===== src/rtl/seq_detect_ctrl.sv =====
// Frame-level controller: serializes parallel words MSB-first and runs a
// programmable length-1..8 pattern matcher on the resulting bit stream.
module seq_detect_ctrl #(
    parameter int unsigned DATA_W = 8,
    parameter int unsigned CNT_W  = 8
) (
    input  logic              clk,
    input  logic              rst,
    input  logic              cfg_we,
    input  logic [7:0]        cfg_pattern,
    input  logic [3:0]        cfg_len,
    input  logic              cfg_overlap,
    input  logic              in_valid,
    input  logic [DATA_W-1:0] in_data,
    input  logic              in_last,
    output logic              in_ready,
    output logic              x_out,
    output logic              x_valid,
    output logic              det,
    output logic [CNT_W-1:0]  match_cnt,
    output logic              busy,
    output logic              done
);

    localparam int unsigned PAT_W     = 8;
    localparam int unsigned LEN_W     = 4;
    localparam int unsigned FILL_W    = 4;
    localparam int unsigned BIT_CNT_W = (DATA_W > 1) ? $clog2(DATA_W) : 1;

    localparam logic [PAT_W-1:0]  DEF_PATTERN = 8'b0000_1011;
    localparam logic [LEN_W-1:0]  DEF_LEN     = 4'd4;
    localparam logic [FILL_W-1:0] FILL_MAX    = 4'd8;
    localparam logic [CNT_W-1:0]  CNT_MAX     = {CNT_W{1'b1}};

    typedef enum logic [1:0] {
        S_IDLE  = 2'd0,
        S_SHIFT = 2'd1,
        S_DONE  = 2'd2
    } state_t;

    state_t r_state;
    state_t w_state_next;

    logic [DATA_W-1:0]    r_sreg;
    logic [BIT_CNT_W-1:0] r_bit_cnt;
    logic                 r_last;

    logic [PAT_W-1:0]     r_pattern;
    logic [LEN_W-1:0]     r_len;
    logic                 r_overlap;

    logic [PAT_W-1:0]     r_hist;
    logic [FILL_W-1:0]    r_fill;
    logic                 r_det;
    logic [CNT_W-1:0]     r_match_cnt;
    logic                 r_frame_start;

    logic                 w_accept;
    logic                 w_shift;
    logic                 w_cfg_wr;
    logic [LEN_W-1:0]     w_len_clamped;
    logic [PAT_W-1:0]     w_mask;
    logic [PAT_W-1:0]     w_hist_next;
    logic [FILL_W-1:0]    w_fill_plus;
    logic [FILL_W-1:0]    w_fill_inc;
    logic                 w_match;

    assign w_accept = in_valid & in_ready;
    assign w_shift  = (r_state == S_SHIFT);
    assign w_cfg_wr = cfg_we & (r_state == S_IDLE);

    // State register
    always_ff @(posedge clk) begin
        if (rst) begin
            r_state <= S_IDLE;
        end else begin
            r_state <= w_state_next;
        end
    end

    // Next-state logic
    always_comb begin
        w_state_next = r_state;
        case (r_state)
            S_IDLE: begin
                if (w_accept) begin
                    w_state_next = S_SHIFT;
                end
            end
            S_SHIFT: begin
                if (r_bit_cnt == '0) begin
                    w_state_next = r_last ? S_DONE : S_IDLE;
                end
            end
            S_DONE: begin
                w_state_next = S_IDLE;
            end
            default: begin
                w_state_next = S_IDLE;
            end
        endcase
    end

    // Output decode; in_ready is held low while reset is asserted
    always_comb begin
        in_ready  = 1'b0;
        x_valid   = 1'b0;
        busy      = 1'b0;
        done      = 1'b0;
        case (r_state)
            S_IDLE: begin
                in_ready = ~rst;
            end
            S_SHIFT: begin
                x_valid = 1'b1;
                busy    = 1'b1;
            end
            S_DONE: begin
                busy = 1'b1;
                done = 1'b1;
            end
            default: begin
                busy = 1'b1;
            end
        endcase
        x_out     = x_valid & r_sreg[DATA_W-1];
        det       = r_det;
        match_cnt = r_match_cnt;
    end

    // Word serializer
    always_ff @(posedge clk) begin
        if (rst) begin
            r_sreg    <= '0;
            r_bit_cnt <= '0;
            r_last    <= 1'b0;
        end else if (w_accept) begin
            r_sreg    <= in_data;
            r_bit_cnt <= BIT_CNT_W'(DATA_W - 1);
            r_last    <= in_last;
        end else if (w_shift) begin
            r_sreg    <= r_sreg << 1;
            r_bit_cnt <= r_bit_cnt - BIT_CNT_W'(1);
        end
    end

    // Length 0 means 1, anything above 8 means 8
    always_comb begin
        if (cfg_len == '0) begin
            w_len_clamped = LEN_W'(1);
        end else if (cfg_len > LEN_W'(PAT_W)) begin
            w_len_clamped = LEN_W'(PAT_W);
        end else begin
            w_len_clamped = cfg_len;
        end
    end

    // Detector configuration, writable only while idle
    always_ff @(posedge clk) begin
        if (rst) begin
            r_pattern <= DEF_PATTERN;
            r_len     <= DEF_LEN;
            r_overlap <= 1'b1;
        end else if (w_cfg_wr) begin
            r_pattern <= cfg_pattern;
            r_len     <= w_len_clamped;
            r_overlap <= cfg_overlap;
        end
    end

    always_comb begin
        for (int i = 0; i < PAT_W; i++) begin
            w_mask[i] = (LEN_W'(i) < r_len);
        end
    end

    assign w_hist_next = {r_hist[PAT_W-2:0], r_sreg[DATA_W-1]};
    assign w_fill_plus = r_fill + FILL_W'(1);
    assign w_fill_inc  = (r_fill == FILL_MAX) ? FILL_MAX : w_fill_plus;
    assign w_match     = w_shift
                       & (w_fill_plus >= FILL_W'(r_len))
                       & (((w_hist_next ^ r_pattern) & w_mask) == '0);

    // Matcher history, fill level and per-frame match counter
    always_ff @(posedge clk) begin
        if (rst) begin
            r_hist        <= '0;
            r_fill        <= '0;
            r_det         <= 1'b0;
            r_match_cnt   <= '0;
            r_frame_start <= 1'b1;
        end else begin
            r_det <= w_match;
            if (w_accept && r_frame_start) begin
                r_hist        <= '0;
                r_fill        <= '0;
                r_match_cnt   <= '0;
                r_frame_start <= 1'b0;
            end else if (w_shift) begin
                r_hist <= w_hist_next;
                r_fill <= (w_match && !r_overlap) ? '0 : w_fill_inc;
                if (w_match && (r_match_cnt != CNT_MAX)) begin
                    r_match_cnt <= r_match_cnt + CNT_W'(1);
                end
            end
            if (r_state == S_DONE) begin
                r_frame_start <= 1'b1;
            end
        end
    end

endmodule


===== config.mk =====
export PLATFORM = sky130hd
export DESIGN_NAME = seq_detect_ctrl
export DESIGN_NICKNAME = d
export VERILOG_FILES = /design/src/rtl/seq_detect_ctrl.sv
export SDC_FILE = /design/constraint.sdc
export NUM_CORES = 1
export LEC_CHECK = 0
export BUFFER_PORTS_ARGS = -buffer_cell sky130_fd_sc_hd__buf_2
export CAP_MARGIN = 10
export CORE_ASPECT_RATIO = 2
export CORE_MARGIN = 4
export CORE_UTILIZATION = 40
export DETAILED_ROUTE_END_ITERATION = 6
export PLACE_DENSITY = 0.58
export SLEW_MARGIN = 0
export SYNTH_ARGS = -nofsm -noshare
export SYNTH_HDL_FRONTEND = slang
export SYNTH_SLANG_ARGS = --single-unit

===== constraint.sdc =====
create_clock -name clk -period 5 [get_ports clk]
set_input_delay 0.75 -clock clk [delete_from_list [all_inputs] [get_ports clk]]
set_output_delay 0.75 -clock clk [all_outputs]
set_load 0.01 [all_outputs]

**Word level (Yosys, flattened, before mapping)**

Index checks and enable logic that the tools add are counted.

- $add $sub $neg: 3
- $mul: 0
- Divide/modulo/power cells: 0
- Order comparisons: 10
- Eq/ne operators: 6
- Shift-type cells: 0
- Mux-type cells: 16
- Bitwise logic cells: 8
- Reduce and logical (&&, ||, !) cells: 13

Operators with widths:

| cell | number |
|---|---|
| less-than comparator 3 x 4 -> 1 bit, first input constant | 4 |
| 2-to-1 mux 4 bit | 4 |
| 2-to-1 mux 8 bit | 2 |
| adder 8 x 1 -> 8 bit, second input constant | 1 |
| AND 8 bit | 1 |
| zero test 8 bit | 1 |
| less-than comparator 1 x 4 -> 1 bit, first input constant | 2 |
| less-than comparator 2 x 4 -> 1 bit, first input constant | 2 |
| inequality test 8 bit, second input constant | 1 |
| bitwise XOR 8 bit | 1 |
| 2-to-1 mux 2 bit | 3 |
| 2-to-1 mux 3 bit | 2 |
| AND 1 bit | 5 |
| adder 4 x 1 -> 4 bit, second input constant | 1 |
| == test 4 bit, second input constant | 1 |
| greater-or-equal comparator 4 bit | 1 |
| greater-than comparator 4 bit, second input constant | 1 |
| zero test 4 bit | 1 |
| 2-to-1 mux 1 bit | 4 |
| one-hot mux 2 bit (2 select lines) | 1 |
| AND reduction 2 bit | 2 |
| OR reduction 2 bit | 2 |
| logical AND 1 bit | 3 |
| zero test 3 bit | 1 |
| 9 further kinds | 9 |

- Register bits after elaboration: 48
- Bits in latches: 0
- Memory bits (writable): 0
- ROM bits: 0
- Bits of input ports: 26
- Output and inout port bits: 14
- Word-level logic and storage cells: 68
- Memories kept: 0

**Logic depth before layout (Yosys ltp)**

Gate-level depths: netlist of the first run.

- Depth in word-level cells: 6
- Depth in mapped cells: 10
- Mapped depth without buffers: 9

**Worst setup path before layout of the first run**

No wires, ideal clock.

- Path kind: reg-to-reg
- Start: register r_fill[0]
- End: register r_match_cnt[2] (netlist: match_cnt[2])
- Library setup time: 135 ps
- Arrival time: 2057 ps
- Required time: 4865 ps
- Setup slack: 2807 ps
- Stages on the path, launching flop included: 11
- Buffers on the path: 1
- Clock period less this slack: 2193 ps
- Cell sequence: dfxtp_1 ha_1 xor2_1 ha_1 o21a_1 o21ai_0 nor3_1 nand4_2 clkbuf_8 o311ai_0 o41ai_1

- Longest elaborated chain between the ends: 6

RTL lines:

| item | RTL line | RTL |
|---|---|---|
| from (decl) | 53 | `logic [FILL_W-1:0] r_fill;` |
| from (signal assigned) | 201 | `r_fill <= (w_match && !r_overlap) ? '0 : w_fill_inc;` |
| adder 4 x 1 -> 4 bit | 178 | `assign w_fill_plus = r_fill + FILL_W'(1);` |
| greater-or-equal comparator 4 bit | 181 | `& (w_fill_plus >= FILL_W'(r_len))` |
| AND 1 bit | 181 |  |
| AND 1 bit | 182 | `& (((w_hist_next ^ r_pattern) & w_mask) == '0);` |
| logical AND 1 bit | 202 | `if (w_match && (r_match_cnt != CNT_MAX)) begin` |
| AND reduction 2 bit (no line) | -- |  |
| to (signal assigned) | 203 | `r_match_cnt <= r_match_cnt + CNT_W'(1);` |
| to (decl) | 55 | `logic [CNT_W-1:0] r_match_cnt;` |

No other way between the ends.
A chain may end at the register's enable or synchronous reset.

**Final worst setup path of the first run**

- Start: register r_state[1]
- End: register r_match_cnt[7] (netlist: match_cnt[7])

- Longest elaborated chain between the ends: 5
- Elaborated cells between the ends (all ways): 10
- Those cells by class: eq/ne: 1; mux: 1; bitwise: 3; reduce/logical: 5

RTL lines:

| item | RTL line | RTL |
|---|---|---|
| from (decl) | 41 | `state_t r_state;` |
| from (signal assigned) | 77 | `r_state <= w_state_next;` |
| == test 2 x 1 -> 1 bit / zero test 2 bit (equally long branches) | 69, 110 |  |
| AND 1 bit / 2-to-1 mux 1 bit (equally long branches) | 181, 110 |  |
| AND 1 bit (on tied branches) | 182, 68 |  |
| logical AND 1 bit (on tied branches) | 202, 194 |  |
| AND reduction 2 bit (no line) / OR reduction 2 bit (equally long branches) | -- |  |

Several ways; a longest one is shown, not always the timed one.

==> flow_summary.yaml, run 1 <==
outcome:
  outcome: "finished, final reports clean"
layout:
  final_cell_mix: "nand2_1 (55), dfxtp_1 (48), buf_2 (39), a21oi_1 (30), nor2_1 (15)"
  utilization: 0.469
  final_common_cell: "nand2_1"
  diodes: 0
  drive_gt1_frac: 0.178
  design_area_sq_um: 2590
  synthToLayoutAreaGrowth_pct: 12.9
  fin_nets: 343
timing:
  worst_hold_slack_ps: 470
  setup_violations: 0
  relSlewSlack: 0.398
  setup_ws_ps: 2030
  clock_skew_ps: 5.52
  setup_tns_ps: 0
  fmax_mhz: 337
  period_minus_slack_ps: 2970
  tightest_slew_ps: 903
  rsz0062_at_grt: "false"
  finalHoldViolations: 0
  fin_crit_sh: 0.594
  drv_slew: 0
grt:
  antenna_found_initial: 0
  grt_pass1_vias: 2036
  grt_pass1_wl_um: 9500
  grt_usage: 0.179
  grt_overflow: 0
  grt_max_degree: 33
synthesis:
  yosysSeqAreaShare: 0.419
  synthTopCellsByArea: "dfxtp_1 (42%), nand2_1 (9.0%), a21oi_1 (6.6%)"
  syn-cell-area_sq_um: 2290
  syn-instance-count: 278
  ys_warn_count: 0
  ys_types: 48
  syn_area_per_cell_sq_um: 8.24
  yosysTopAreaCellShare: 0.419
  synth_top_area_cell: "dfxtp_1"
  synth_edf_count: 0
  synth_ff_type: "dfxtp_1"
  synthArstFlopShare: 0
  synth_nets: 313
  ys_ff_latch: 48
drt:
  ant_nets: 0
  drt_first_iter_violations: 109
  first_pass_iters: 4
  drc_errors: 0
  vias: 2014
  wirelength_um: 5610
  vias_per_cell: 5.46
  wire_per_inst_um: 15.2
flow_run:
  maxCapViolations: 0
clock_network:
  cts.reportedPaths.clkPinSlew_ps: 90
  clockBufferDepth: 2
  cts_root_buffer: "clkbuf_8"
  cts_buffers: 5
  cts_hold_buf: 0
  numClockSinks: 48
  post-cts-setup-buffer-count: 0
  ctsHtreeMaxLevel: 2
  worstSkewPairLatency_ps: 310
  cts_tree: "done"
  ctsResizeCount: 0
floorplan:
  die_height_um: 115
  fp.coreArea_sq_um: 5520
  pin_count: 40
  start_util: 0.415
  placementRows: 38
  die-area_sq_um: 7080
  fp.dieW_um: 61.5
critical_path:
  critPathMaxFanout: 24
  start_kind: "flop"
  crit_required_ps: 5240
  critPathCaptureType: "flop"
  crit_type: "flop to flop"
  cp.arrival_ps: 3210
placed_design:
  place_area_sq_um: 2470
  place_ws_ps: 2030
  port_buffers: 39
  place_hpwl_um: 4180
  place.gp.congestion: 0.751
worst_hold_path:
  hold_class: "flop to flop"
power_and_ir_drop:
  p_leak_nw: 1.04
  power.density_nw_per_um2: 331
  ir_drop_mv: 0.216
[area by class of cell]
type,count,area [sq um]
Clock inverter,2,38.8
Tap cell,60,75.1
Fill cell,577,2930
Sequential cell,48,961
Timing Repair Buffer,39,195
Clock buffer,6,82.6
Inverter,14,52.6
Multi-Input combinational cell,200,1180
[registers in the layout (all words and copies together) (netlist names), 2 cells and up]
signal and flops:
r_sreg 8, r_state 2, r_bit_cnt 3, r_len 4
r_hist 7, r_fill 4, match_cnt 8, r_pattern 8
[cells by family after synthesis]
family          count (synthesis)  synth area share
fa+ha+maj                       9            0.0492
mux                             1           0.00437
buf+inv                        30            0.0644
compound gates                 66             0.184
simple gates                  113             0.237
xor+xnor                       11            0.0421
flops                          48             0.419
[worst paths after layout]
| kind | end | cells after the start | slack, ps | from |
|---|---|---|---|---|
| min reg2reg | r_sreg[1]$_SDFFE_PP0P_ | 2 | 470 | r_sreg[1]$_SDFFE_PP0P_ |
| max | match_cnt[7]$_SDFFE_PP0P_ | 7 | 2030 | r_state[1]$_SDFFE_PP0P_ |
| min | r_sreg[1]$_SDFFE_PP0P_ | 2 | 470 | r_sreg[1]$_SDFFE_PP0P_ |
| max reg2reg | match_cnt[7]$_SDFFE_PP0P_ | 7 | 2030 | r_state[1]$_SDFFE_PP0P_ |
[critical path: stages (launching register included)]
cell and delay, ps:
dfxtp_1 320, nand2b_1 550, inv_2 520, o21ai_0 140, nor3_1 260, nand4_2 350
or4_1 590, a21oi_1 150
[synthesized netlist by cell type, types with 4 or more instances]
master and n:
clkbuf_1 10, inv_1 13, nor3_1 4, a31oi_1 5, nor2_1 15, o21ai_0 8, o31ai_1 5, ha_1 9
nand3_1 12, nand3b_1 6, a311oi_1 6, xnor2_1 8, nand2_1 55, dfxtp_1 48, a21oi_1 30
[through the flow]
stage / std cells / power (W)
2_1_floorplan: 278 / 0.000529
3_3_place_gp: 361 / 0.000564
3_5_place_dp: 361 / 0.000566
4_1_cts: 369 / 0.000870
5_1_grt: 369 / 0.000906
6_report: 369 / 0.000857
[power by group]
part / internal, W / total, W / switching, W
registers: 0.000407 / 0.000426 / 0.0000194
logic: 0.0000501 / 0.000130 / 0.0000803
clock network: 0.000164 / 0.000300 / 0.000137
total: 0.000620 / 0.000857 / 0.000236
[routing by layer]
| metal | global-route usage | vias to the layer above | part of all wire |
|---|---|---|---|
| li1 | - | 1033 | - |
| met1 | 0.197 | 930 | 0.38 |
| met2 | 0.316 | 43 | 0.55 |
| met3 | 0.0393 | 8 | 0.040 |
| met4 | 0.0694 | 0 | 0.024 |
| met5 | 0 | - | 0 |
No activity file was read; power rests on OpenSTA's default activity.
==> run 2, diff against run 1 <==
--- a/config.mk
+++ b/config.mk
@@ -5,6 +5,7 @@
 export SDC_FILE = /design/constraint.sdc
 export NUM_CORES = 1
 export LEC_CHECK = 0
+export ABC_AREA = 1
 export BUFFER_PORTS_ARGS = -buffer_cell sky130_fd_sc_hd__buf_2
 export CAP_MARGIN = 10
 export CORE_ASPECT_RATIO = 2
==> constraint.sdc (replaced) <==
create_clock -name clk -period 2.9 [get_ports clk]
set_input_delay 0.435 -clock clk [delete_from_list [all_inputs] [get_ports clk]]
set_output_delay 0.435 -clock clk [all_outputs]
set_load 0.01 [all_outputs]
==> run 2 against run 1 <==
Critical path depth increased by 6. Synthesized cell count increased by 20%. Die area increased by 4.5%. Routed wire length increased by 0.71%. Utilization increased by 0.89 points. Sequential cell count unchanged. Sequential share of layout area decreased by 2.2 points. Clock-buffer cell count unchanged. Clock skew about the same. Global-route usage decreased by 1.5 points. Combinational power increased by 85%. Total power increased by 75%. Critical path type unchanged. Critical endpoint is now match_cnt[2]$_SDFFE_PP0P_. Largest cell class unchanged. Highest routed layer unchanged.
==> flow_summary.yaml, run 2 <==
outcome:
  outcome: "finished, final reports clean"
synthesis:
  synth_nets: 368
  synthTopCellsByArea: "dfxtp_1 (40%), nand2_1 (16%), a21oi_1 (7.1%)"
  ys_types: 31
  ys_ff_latch: 48
  synth_top_area_cell: "dfxtp_1"
  syn-cell-area_sq_um: 2400
  syn_area_per_cell_sq_um: 7.22
  synthArstFlopShare: 0
  ys_warn_count: 0
  synth_ff_type: "dfxtp_1"
  synth.most_common_cell: "nand2_1"
  yosys-top-cells-count: "nand2_1 (102), dfxtp_1 (48), a21oi_1 (34), inv_1 (30), nor2_1 (23)"
  yosysTopAreaCellShare: 0.400
  synth_edf_count: 0
  yosysSeqAreaShare: 0.400
  syn-instance-count: 333
drt:
  wire_per_inst_um: 13.1
  wirelength_um: 5650
  vias: 2169
  first_pass_iters: 4
  drt_first_iter_violations: 92
  ant_nets: 0
  drc_errors: 0
  vias_per_cell: 5.04
clock_network:
  ctsHtreeMaxLevel: 2
  cts_root_buffer: "clkbuf_16"
  ctsResizeCount: 0
  cts.reportedPaths.clkPinSlew_ps: 60
  post-cts-setup-buffer-count: 0
  cts_tree: "done"
  cts_buffers: 5
  worstSkewPairLatency_ps: 280
  clockBufferDepth: 2
  cts_hold_buf: 0
  numClockSinks: 48
grt:
  grt_pass1_vias: 2133
  antenna_found_initial: 0
  grt_pass1_wl_um: 9690
  grt_max_degree: 22
  grt_usage: 0.163
  grt_overflow: 0
placed_design:
  place_area_sq_um: 2620
  port_buffers: 39
  place_ws_ps: 818
  place_hpwl_um: 4310
  place.gp.congestion: 0.790
  dp.cells: 423
critical_path:
  critPathMaxFanout: 11
  slowest_delay_ps: 360
  cp_slowest_cell: "dfxtp_1"
  critPathLaunch: "r_fill[0]$_SDFFE_PP0P_"
  start_kind: "flop"
  crit_chain: "ha_1 -> xnor2_1 -> inv_1 -> ha_1 -> nand2_1 -> inv_1 -> nand2_1 -> nand2_1 -> nor2_1 -> nor2_4 -> nand3_4 -> nand2_1 -> a21oi_1"
  r2r_start: "r_fill[0]$_SDFFE_PP0P_"
  crit_required_ps: 3050
  critPathTopFamily: "simple AND/OR/NAND/NOR gates"
  cp.arrival_ps: 2250
  crit_type: "flop to flop"
  critPathBufInv: 2
  critPathCaptureType: "flop"
  path_common_cell: "nand2_1"
timing:
  setup_violations: 0
  tightest_slew_ps: 555
  finalHoldViolations: 0
  period_minus_slack_ps: 2090
  rsz0062_at_grt: "false"
  drv_slew: 0
  setup_ws_ps: 808
  setup_tns_ps: 0
  relSlewSlack: 0.630
  fmax_mhz: 478
  clock_skew_ps: 5.38
  fin_crit_sh: 0.721
floorplan:
  pin_count: 40
  die_height_um: 118
  fp.coreArea_sq_um: 5760
  start_util: 0.418
  die-area_sq_um: 7390
  placementRows: 39
  fp.dieW_um: 62.8
flow_run:
  maxCapViolations: 0
layout:
  final_cell_mix: "nand2_1 (102), dfxtp_1 (48), buf_2 (39), a21oi_1 (34), inv_1 (30)"
  fillers: 598
  multiInputGateArea_sq_um: 1240
  fin_nets: 404
  synthToLayoutAreaGrowth_pct: 14.5
  regArea_sq_um: 961
  final_common_cell: "nand2_1"
  drive_gt1_frac: 0.184
  diodes: 0
  design_area_sq_um: 2750
  stdcell_count: 430
power_and_ir_drop:
  power.density_nw_per_um2: 546
  p_leak_nw: 1.19
  finalPower_w: 0.00150
  ir_drop_mv: 0.381
worst_hold_path:
  hold_class: "primary input to flop"
  hold_start: "cfg_pattern[3]"
run 2: changes by cell type after synthesis, moves of 4 or more:
cell,change
nor3_1,-4
inv_1,+17
nand4_1,+7
nand3b_1,-6
nand2_1,+47
inv_2,+6
a311oi_1,-6
nor2_1,+8
o31ai_1,-4
clkbuf_1,-4
xnor2_1,-4
a21oi_1,+4
run 2: kinds of logic after synthesis:
family                     after synthesis  share of synthesized area
AOI/OAI and AO/OA                       57                      0.128
adders and majority gates                9                     0.0468
DFF                                     48                      0.400
xor gates and xnor gates                 9                     0.0328
and+or+nand+nor                        161                      0.306
buffers and inverters                   49                     0.0864
run 2: worst paths after layout:
kind	endpoint	slack, ps	cells past startpoint
worst min register to register	r_state[1]$_SDFFE_PP0P_	460	2
worst max-delay path	match_cnt[2]$_SDFFE_PP0P_	810	13
worst min-delay path	r_pattern[3]$_SDFFE_PP1P_	350	3
worst max register to register	match_cnt[2]$_SDFFE_PP0P_	810	13
run 2: layer usage:
| layer | GRT usage | wire length, um | share of wire |
|---|---|---|---|
| met4 | 0.0581 | 96 | 0.017 |
| met5 | 0 | 0 | 0 |
| met2 | 0.326 | 3240 | 0.57 |
| met1 | 0.163 | 2120 | 0.38 |
| met3 | 0.0258 | 190 | 0.034 |
run 2: layout make-up:
class | count | area share
clock buffers | 6 | 0.0468
clock inverters | 1 | 0.00182
inverters | 38 | 0.0518
multi-input cells | 236 | 0.449
flip-flops and latches | 48 | 0.349
well taps | 61 | 0.0277
repair buffers | 40 | 0.0736
run 2: per-stage QoR:
step / hold WS, ps / utilization
CTS: 348 / 0.478
finish: 348 / 0.478
detailed placement: 446 / 0.455
global placement: 446 / 0.455
floorplan: 425 / -
global route: 361 / 0.478
run 2: worst register-to-register path, stage by stage, from the launching register on:
cell	delay, ps
dfxtp_1	360
ha_1	240
xnor2_1	200
inv_1	70
ha_1	270
nand2_1	60
inv_1	50
nand2_1	40
nand2_1	50
nor2_1	60
nor2_4	260
nand3_4	170
nand2_1	90
a21oi_1	60
run 2: power breakdown:
group | switching (W) | internal [W] | leakage [nW] | total (W)
clock | 0.000226 | 0.000313 | 0.0667 | 0.000539
sequential | 0.0000252 | 0.000696 | 0.392 | 0.000721
combinational | 0.000157 | 0.0000845 | 0.729 | 0.000241
total | 0.000408 | 0.00109 | 1.19 | 0.00150
